File: src/rtl/cla_accum_frame_38bit_if.sv
// rtl/cla_accum_frame_38bit_if.sv - operand stream, frame control and result handshake bundle
interface cla_accum_frame_38bit_if #(
  parameter int WIDTH = 38,
  parameter int CNT_W = 8
);
  logic             i_start;
  logic [CNT_W-1:0] i_len;
  logic             i_valid;
  logic             o_ready;
  logic [WIDTH-1:0] i_data;
  logic             o_valid;
  logic             i_ready;
  logic [WIDTH-1:0] o_sum;
  logic             o_ovf;
  logic [CNT_W-1:0] o_count;
  logic             o_busy;

  // Stimulus side: drives the frame control, operands and result acceptance
  modport master (
    output i_start, i_len, i_valid, i_data, i_ready,
    input  o_ready, o_valid, o_sum, o_ovf, o_count, o_busy
  );

  // Accumulator side
  modport slave (
    input  i_start, i_len, i_valid, i_data, i_ready,
    output o_ready, o_valid, o_sum, o_ovf, o_count, o_busy
  );
endinterface

File: src/rtl/cla_accum_frame_38bit.sv
// rtl/cla_accum_frame_38bit.sv - frame accumulator around a carry-lookahead adder
module cla_adder #(
  parameter int WIDTH = 38
) (
  input  logic [WIDTH-1:0] i_a,
  input  logic [WIDTH-1:0] i_b,
  input  logic             i_cin,
  output logic [WIDTH-1:0] o_sum,
  output logic             o_cout
);
  logic [WIDTH-1:0] w_g;
  logic [WIDTH-1:0] w_p;
  logic [WIDTH:0]   w_c;

  assign w_g = i_a & i_b;
  assign w_p = i_a ^ i_b;

  // Carries are looked ahead inside 4-bit groups from the group carry-in;
  // group carry-ins chain from one group to the next.
  always_comb begin
    w_c[0] = i_cin;
    for (int i = 0; i < WIDTH; i++) begin
      int   base;
      logic t;
      logic pr;
      base = (i / 4) * 4;
      t    = w_g[i];
      pr   = w_p[i];
      for (int m = i - 1; m >= base; m--) begin
        t  = t | (pr & w_g[m]);
        pr = pr & w_p[m];
      end
      w_c[i+1] = t | (pr & w_c[base]);
    end
  end

  assign o_sum  = w_p ^ w_c[WIDTH-1:0];
  assign o_cout = w_c[WIDTH];
endmodule

module cla_accum_frame_38bit #(
  parameter int WIDTH = 38,
  parameter int CNT_W = 8
) (
  input  logic                  i_clk,
  input  logic                  i_rst_n,
  cla_accum_frame_38bit_if.slave bus
);
  typedef enum logic [1:0] {S_IDLE, S_ACCUM, S_DONE} state_t;

  localparam logic [CNT_W-1:0] ONE = CNT_W'(1);

  state_t           r_state;
  logic [WIDTH-1:0] r_acc;
  logic [CNT_W-1:0] r_len;
  logic [CNT_W-1:0] r_cnt;
  logic             r_ovf;

  state_t           w_state_nxt;
  logic [WIDTH-1:0] w_acc_nxt;
  logic [CNT_W-1:0] w_len_nxt;
  logic [CNT_W-1:0] w_cnt_nxt;
  logic             w_ovf_nxt;
  logic [WIDTH-1:0] w_sum;
  logic             w_cout;

  cla_adder #(.WIDTH(WIDTH)) u_add (
    .i_a    (r_acc),
    .i_b    (bus.i_data),
    .i_cin  (1'b0),
    .o_sum  (w_sum),
    .o_cout (w_cout)
  );

  // State and datapath registers; reset discards any partial frame
  always_ff @(posedge i_clk or negedge i_rst_n) begin
    if (!i_rst_n) begin
      r_state <= S_IDLE;
      r_acc   <= '0;
      r_len   <= '0;
      r_cnt   <= '0;
      r_ovf   <= 1'b0;
    end else begin
      r_state <= w_state_nxt;
      r_acc   <= w_acc_nxt;
      r_len   <= w_len_nxt;
      r_cnt   <= w_cnt_nxt;
      r_ovf   <= w_ovf_nxt;
    end
  end

  // Frame sequencing: start, accept len beats through the adder, hold result until taken
  always_comb begin
    w_state_nxt = r_state;
    w_acc_nxt   = r_acc;
    w_len_nxt   = r_len;
    w_cnt_nxt   = r_cnt;
    w_ovf_nxt   = r_ovf;
    case (r_state)
      S_IDLE: begin
        if (bus.i_start) begin
          w_acc_nxt = '0;
          w_cnt_nxt = '0;
          w_ovf_nxt = 1'b0;
          if (bus.i_len != '0) begin
            w_len_nxt   = bus.i_len;
            w_state_nxt = S_ACCUM;
          end else begin
            // Empty frame goes straight to the result phase with a zero sum
            w_state_nxt = S_DONE;
          end
        end
      end
      S_ACCUM: begin
        if (bus.i_valid) begin
          w_acc_nxt = w_sum;
          w_ovf_nxt = r_ovf | w_cout;
          w_cnt_nxt = r_cnt + ONE;
          if (r_cnt == (r_len - ONE)) begin
            w_state_nxt = S_DONE;
          end
        end
      end
      S_DONE: begin
        if (bus.i_ready) begin
          w_state_nxt = S_IDLE;
        end
      end
      default: begin
        w_state_nxt = S_IDLE;
      end
    endcase
  end

  assign bus.o_ready = (r_state == S_ACCUM);
  assign bus.o_valid = (r_state == S_DONE);
  assign bus.o_busy  = (r_state != S_IDLE);
  assign bus.o_sum   = r_acc;
  assign bus.o_ovf   = r_ovf;
  assign bus.o_count = r_cnt;
endmodule

File: src/flat_wrapper.sv
// flat-port wrapper written by rule: the top's interface ports become plain ports
module cla_accum_frame_38bit_flat 
#(
  parameter int WIDTH = 38,
  parameter int CNT_W = 8
)
  (i_clk, i_rst_n, bus_i_start, bus_i_len, bus_i_valid, bus_i_data, bus_i_ready, bus_o_ready, bus_o_valid, bus_o_sum, bus_o_ovf, bus_o_count, bus_o_busy);
  cla_accum_frame_38bit_if #(.WIDTH(WIDTH), .CNT_W(CNT_W)) bus_i ();
  input  logic i_clk;
  input  logic i_rst_n;
  input wire logic [$bits(bus_i.i_start)-1:0] bus_i_start;
  input wire logic [$bits(bus_i.i_len)-1:0] bus_i_len;
  input wire logic [$bits(bus_i.i_valid)-1:0] bus_i_valid;
  input wire logic [$bits(bus_i.i_data)-1:0] bus_i_data;
  input wire logic [$bits(bus_i.i_ready)-1:0] bus_i_ready;
  output wire logic [$bits(bus_i.o_ready)-1:0] bus_o_ready;
  output wire logic [$bits(bus_i.o_valid)-1:0] bus_o_valid;
  output wire logic [$bits(bus_i.o_sum)-1:0] bus_o_sum;
  output wire logic [$bits(bus_i.o_ovf)-1:0] bus_o_ovf;
  output wire logic [$bits(bus_i.o_count)-1:0] bus_o_count;
  output wire logic [$bits(bus_i.o_busy)-1:0] bus_o_busy;
  assign bus_i.i_start = bus_i_start;
  assign bus_i.i_len = bus_i_len;
  assign bus_i.i_valid = bus_i_valid;
  assign bus_i.i_data = bus_i_data;
  assign bus_i.i_ready = bus_i_ready;
  assign bus_o_ready = bus_i.o_ready;
  assign bus_o_valid = bus_i.o_valid;
  assign bus_o_sum = bus_i.o_sum;
  assign bus_o_ovf = bus_i.o_ovf;
  assign bus_o_count = bus_i.o_count;
  assign bus_o_busy = bus_i.o_busy;
  cla_accum_frame_38bit #(.WIDTH(WIDTH), .CNT_W(CNT_W)) u_core (.i_clk(i_clk), .i_rst_n(i_rst_n), .bus(bus_i));
endmodule
File: config.mk
export PLATFORM = sky130hd
export DESIGN_NAME = cla_accum_frame_38bit_flat
export DESIGN_NICKNAME = d
export VERILOG_FILES = /design/src/rtl/cla_accum_frame_38bit_if.sv /design/src/rtl/cla_accum_frame_38bit.sv /design/src/flat_wrapper.sv
export SDC_FILE = /design/constraint.sdc
export NUM_CORES = 1
export LEC_CHECK = 0
export BUFFER_PORTS_ARGS = -buffer_cell sky130_fd_sc_hd__buf_2
export CAP_MARGIN = 20
export CELL_PAD_IN_SITES_DETAIL_PLACEMENT = 1
export CELL_PAD_IN_SITES_GLOBAL_PLACEMENT = 1
export CORE_MARGIN = 5
export CORE_UTILIZATION = 44
export CTS_CLUSTER_DIAMETER = 150
export DETAILED_ROUTE_END_ITERATION = 10
export GPL_TIMING_DRIVEN = 1
export PLACE_DENSITY_LB_ADDON = 0.15
export REMOVE_ABC_BUFFERS = 1
export SYNTH_ARGS = -nofsm -noshare
export SYNTH_HDL_FRONTEND = slang
export SYNTH_SLANG_ARGS = --single-unit
File: constraint.sdc
create_clock -name i_clk -period 8.86 [get_ports i_clk]
set_input_delay 0.886 -clock i_clk [delete_from_list [all_inputs] [get_ports i_clk]]
set_output_delay 0.886 -clock i_clk [all_outputs]
set_load 0.01 [all_outputs]
==> flow_metrics.py <==
metrics = {
    "timing": {
        "rsz0062_at_grt": "false",
        "hold_violations": 0,
        "finalSetupViolCount": 0,
        "finalMaxSlewViolations": 0,
        "finalSetupTns_ps": 0,
        "fmax_mhz": 274,
        "finalCriticalPeriod_ps": 3650,
        "finalCritPeriodShare": 0.412,
        "maxSlewHeadroom": 0.488,
        "tightest_slew_ps": 768,
        "finClkSkew_ps": 6.11,
    },
    "cells_and_area": {
        "stdcell_count": 626,
        "drive_gt1_frac": 0.261,
        "fillers": 1035,
        "area.growth.synth_to_final_pct": 21.3,
        "final_nets": 614,
        "post-route-util": 0.554,
    },
    "power_and_ir_drop": {
        "ir_worst_vdd_uv": 188,
        "p_leak_nw": 2.45,
        "power.density_mw_per_mm2": 311,
    },
    "grt": {
        "grt_pass1_wl_mm": 18.8,
        "grt-ovfl-total": 0,
        "grt_pass1_vias": 3814,
        "grt_max_degree": 58,
        "track_usage": 0.208,
        "antenna_found_initial": 1,
    },
    "drt": {
        "routedWlPerCell_um": 18.0,
        "vias_per_cell": 5.66,
        "dr.pass1.iters": 6,
        "via_count": 3542,
        "routed_wl_mm": 11.2,
        "post-route-drc-count": 0,
        "ant_nets": 0,
        "drt_iter0_drc": 110,
    },
    "place": {
        "gp_congestion": 0.866,
        "port_buffers": 100,
        "dp_hpwl_mm": 8.39,
        "place_inst": 609,
    },
    "setup_path": {
        "path_depth": 12,
        "path_cells": "buf_2 > ha_1 > a211oi_2 > o21bai_1 > and4_1 > o41a_1 > o211a_1 > o21ai_0 > a21oi_1 > fa_1 > xnor2_1 > o31ai_1",
        "crit_family": "compound AO/OA/AOI/OAI gates",
        "critPathArrivalTime_ps": 3880,
        "crit_buf_inv": 1,
        "end_kind": "register",
        "critPathMaxStageDelay_ps": 390,
        "r2r_cells": 11,
        "worst_path_max_delay_cell": "fa_1",
        "cp.required_ps": 9090,
        "path_max_fanout": 5,
        "crit_path_start_kind": "primary input",
        "critical_path_class": "primary input to register",
    },
    "clock_network": {
        "cts_buffers": 9,
        "root_buffer": "clkbuf_8",
        "postCtsSetupRepairBufs": 0,
        "path_clk_slew_ps": 60,
        "clock_path_buffers": 2,
        "htree_levels": 3,
        "tritoncts": "yes",
        "holdBufCountCts": 0,
        "clock_sinks": 57,
        "cts_resized": 0,
        "clk-insertion-delay-late_ps": 340,
    },
    "logic_synthesis": {
        "syn_area_per_cell_um2": 9.78,
        "syn_area_mm2": 0.00402,
        "ys_seq_area_frac": 0.355,
        "synth_edf_count": 0,
        "synthCells": 411,
        "async_flop_share": 1.00,
        "yosys_warnings": 0,
        "ys_types": 51,
        "synth_seq_cells": 57,
        "ys_dominant_reg_cell": "dfrtp_1",
    },
    "floorplanning": {
        "start_util": 0.457,
        "core.rowCount": 34,
        "chipHeight_um": 106,
        "die_area_mm2": 0.0111,
        "core_mm2": 0.00881,
        "top_level_ports": 101,
        "die_w_um": 106,
    },
    "status": {
        "status": "complete, no violations",
    },
    "worst_hold_path": {
        "min_path_type": "register to register",
        "holdPathStages": 2,
    },
    "job": {
        "max_cap_viol_count": 0,
    },
}
==> final cells by class <==
| type | instances | area (um2) | area share |
|---|---|---|---|
| multi-input cells | 330 | 2510 | 0.515 |
| flip-flops and latches | 57 | 1430 | 0.292 |
| repair buffers | 103 | 543 | 0.111 |
| clock buffers | 13 | 179 | 0.0367 |
| well taps | 108 | 135 | 0.0277 |
| inverters | 12 | 45.0 | 0.00924 |
| clock inverters | 2 | 35.0 | 0.00718 |
| diodes | 1 | 2.50 | 0.000513 |
==> kinds of logic after synthesis <==
family	share of synthesized area
AOI/OAI and AO/OA	0.200
and+or+nand+nor	0.150
DFF	0.355
adders and majority gates	0.174
xor gates and xnor gates	0.0741
buffers and inverters	0.0224
muxes	0.0243
==> worst reg2reg max path: stages (launching register included) <==
cell and delay (ps):
dfrtp_1 430, ha_1 340, a211oi_2 270, o21bai_1 220, and4_1 230, o41a_1 370, o211a_1 260, o21ai_0 320
a21oi_1 130, fa_1 390, xnor2_1 140, o31ai_1 230
==> power by group <==
group	internal (mW)	switching, mW
logic	0.352	0.449
clock network	0.159	0.108
registers	0.351	0.100
total	0.862	0.657
==> path summary, 6_finish.rpt <==
check	endpoint	slack, ps	startpoint
max in group asynchronous	u_core.bus.o_sum[36]$_DFFE_PN0P_	7650	i_rst_n
worst max register to register	u_core.bus.o_sum[37]$_DFFE_PN0P_	5400	u_core.bus.o_sum[1]$_DFFE_PN0P_
min in group asynchronous	u_core.bus.o_sum[11]$_DFFE_PN0P_	710	i_rst_n
worst min-delay path	u_core.bus.o_sum[33]$_DFFE_PN0P_	520	u_core.bus.o_sum[33]$_DFFE_PN0P_
worst min register to register	u_core.bus.o_sum[33]$_DFFE_PN0P_	520	u_core.bus.o_sum[33]$_DFFE_PN0P_
worst max-delay path	u_core.bus.o_sum[37]$_DFFE_PN0P_	5210	bus_i_data[1]
==> metrics by stage <==
stage          hold WS [ps]  setup slack (ps)  total power, mW  area [um2]
6_report                519              5210             1.52        4880
3_5_place_dp            503              4890             1.25        4630
4_1_cts                 520              5210             1.53        4850
5_1_grt                 554              5030             1.65        4880
3_3_place_gp            490              4990             1.21        4630
2_1_floorplan           483              5220            0.985        3980
==> placed cells by master (no fill, tap or decap), drive strengths merged, types with 3 or more instances in the layout <==
| cell type | count |
|---|---|
| a32o | 6 |
| dfrtp | 57 |
| o31ai | 11 |
| a21o | 8 |
| or2 | 3 |
| nor3b | 4 |
| nand3 | 9 |
| nand2b | 5 |
| nand4 | 7 |
| o21ai | 35 |
| a211oi | 5 |
| a31oi | 5 |
| nor3 | 6 |
| or3 | 4 |
| nor2 | 26 |
| nand2 | 39 |
| a21oi | 20 |
| mux2 | 6 |
| xnor2 | 20 |
| buf | 103 |
| ha | 40 |
| fa | 10 |
| mux2i | 3 |
| nor2b | 3 |
| inv | 12 |
| a22o | 13 |
| xor2 | 14 |
| o211ai | 3 |
| clkbuf | 13 |
==> metal layers <==
layer	GRT usage	vias up	routed length (um)
met1	0.250	1732	4830
met2	0.367	75	5770
met4	0.0490	0	142
li1	-	1724	-
met3	0.0605	11	503
met5	0	-	0
==> Yosys cell counts (3+ instances only) <==
cell	count	area [um2]
a211oi_1	4	30.0
a21o_1	8	60.1
a21oi_1	19	95.1
a22o_1	13	114
a31oi_1	5	31.3
a32o_1	6	60.1
clkbuf_1	12	45.0
dfrtp_1	57	1430
fa_1	10	200
ha_1	40	500
inv_1	12	45.0
mux2_2	6	67.6
mux2i_1	3	30.0
nand2_1	39	146
nand2b_1	5	31.3
nand3_1	9	45.0
nand4_1	6	37.5
nor2_1	26	97.6
nor3_1	6	30.0
nor3b_1	4	30.0
o211ai_1	3	22.5
o21ai_0	34	170
o31ai_1	11	82.6
or2_2	3	18.8
or3_1	4	25.0
xnor2_1	20	175
xor2_1	14	123
==> state kept, by name, summed over array words and instances (netlist names) <==
signal              flops
u_core.r_state          2
u_core.bus.o_sum       38
u_core.bus.o_count      8
u_core.bus.o_ovf        1
u_core.r_len            8
(Power assumes the default switching activity.)
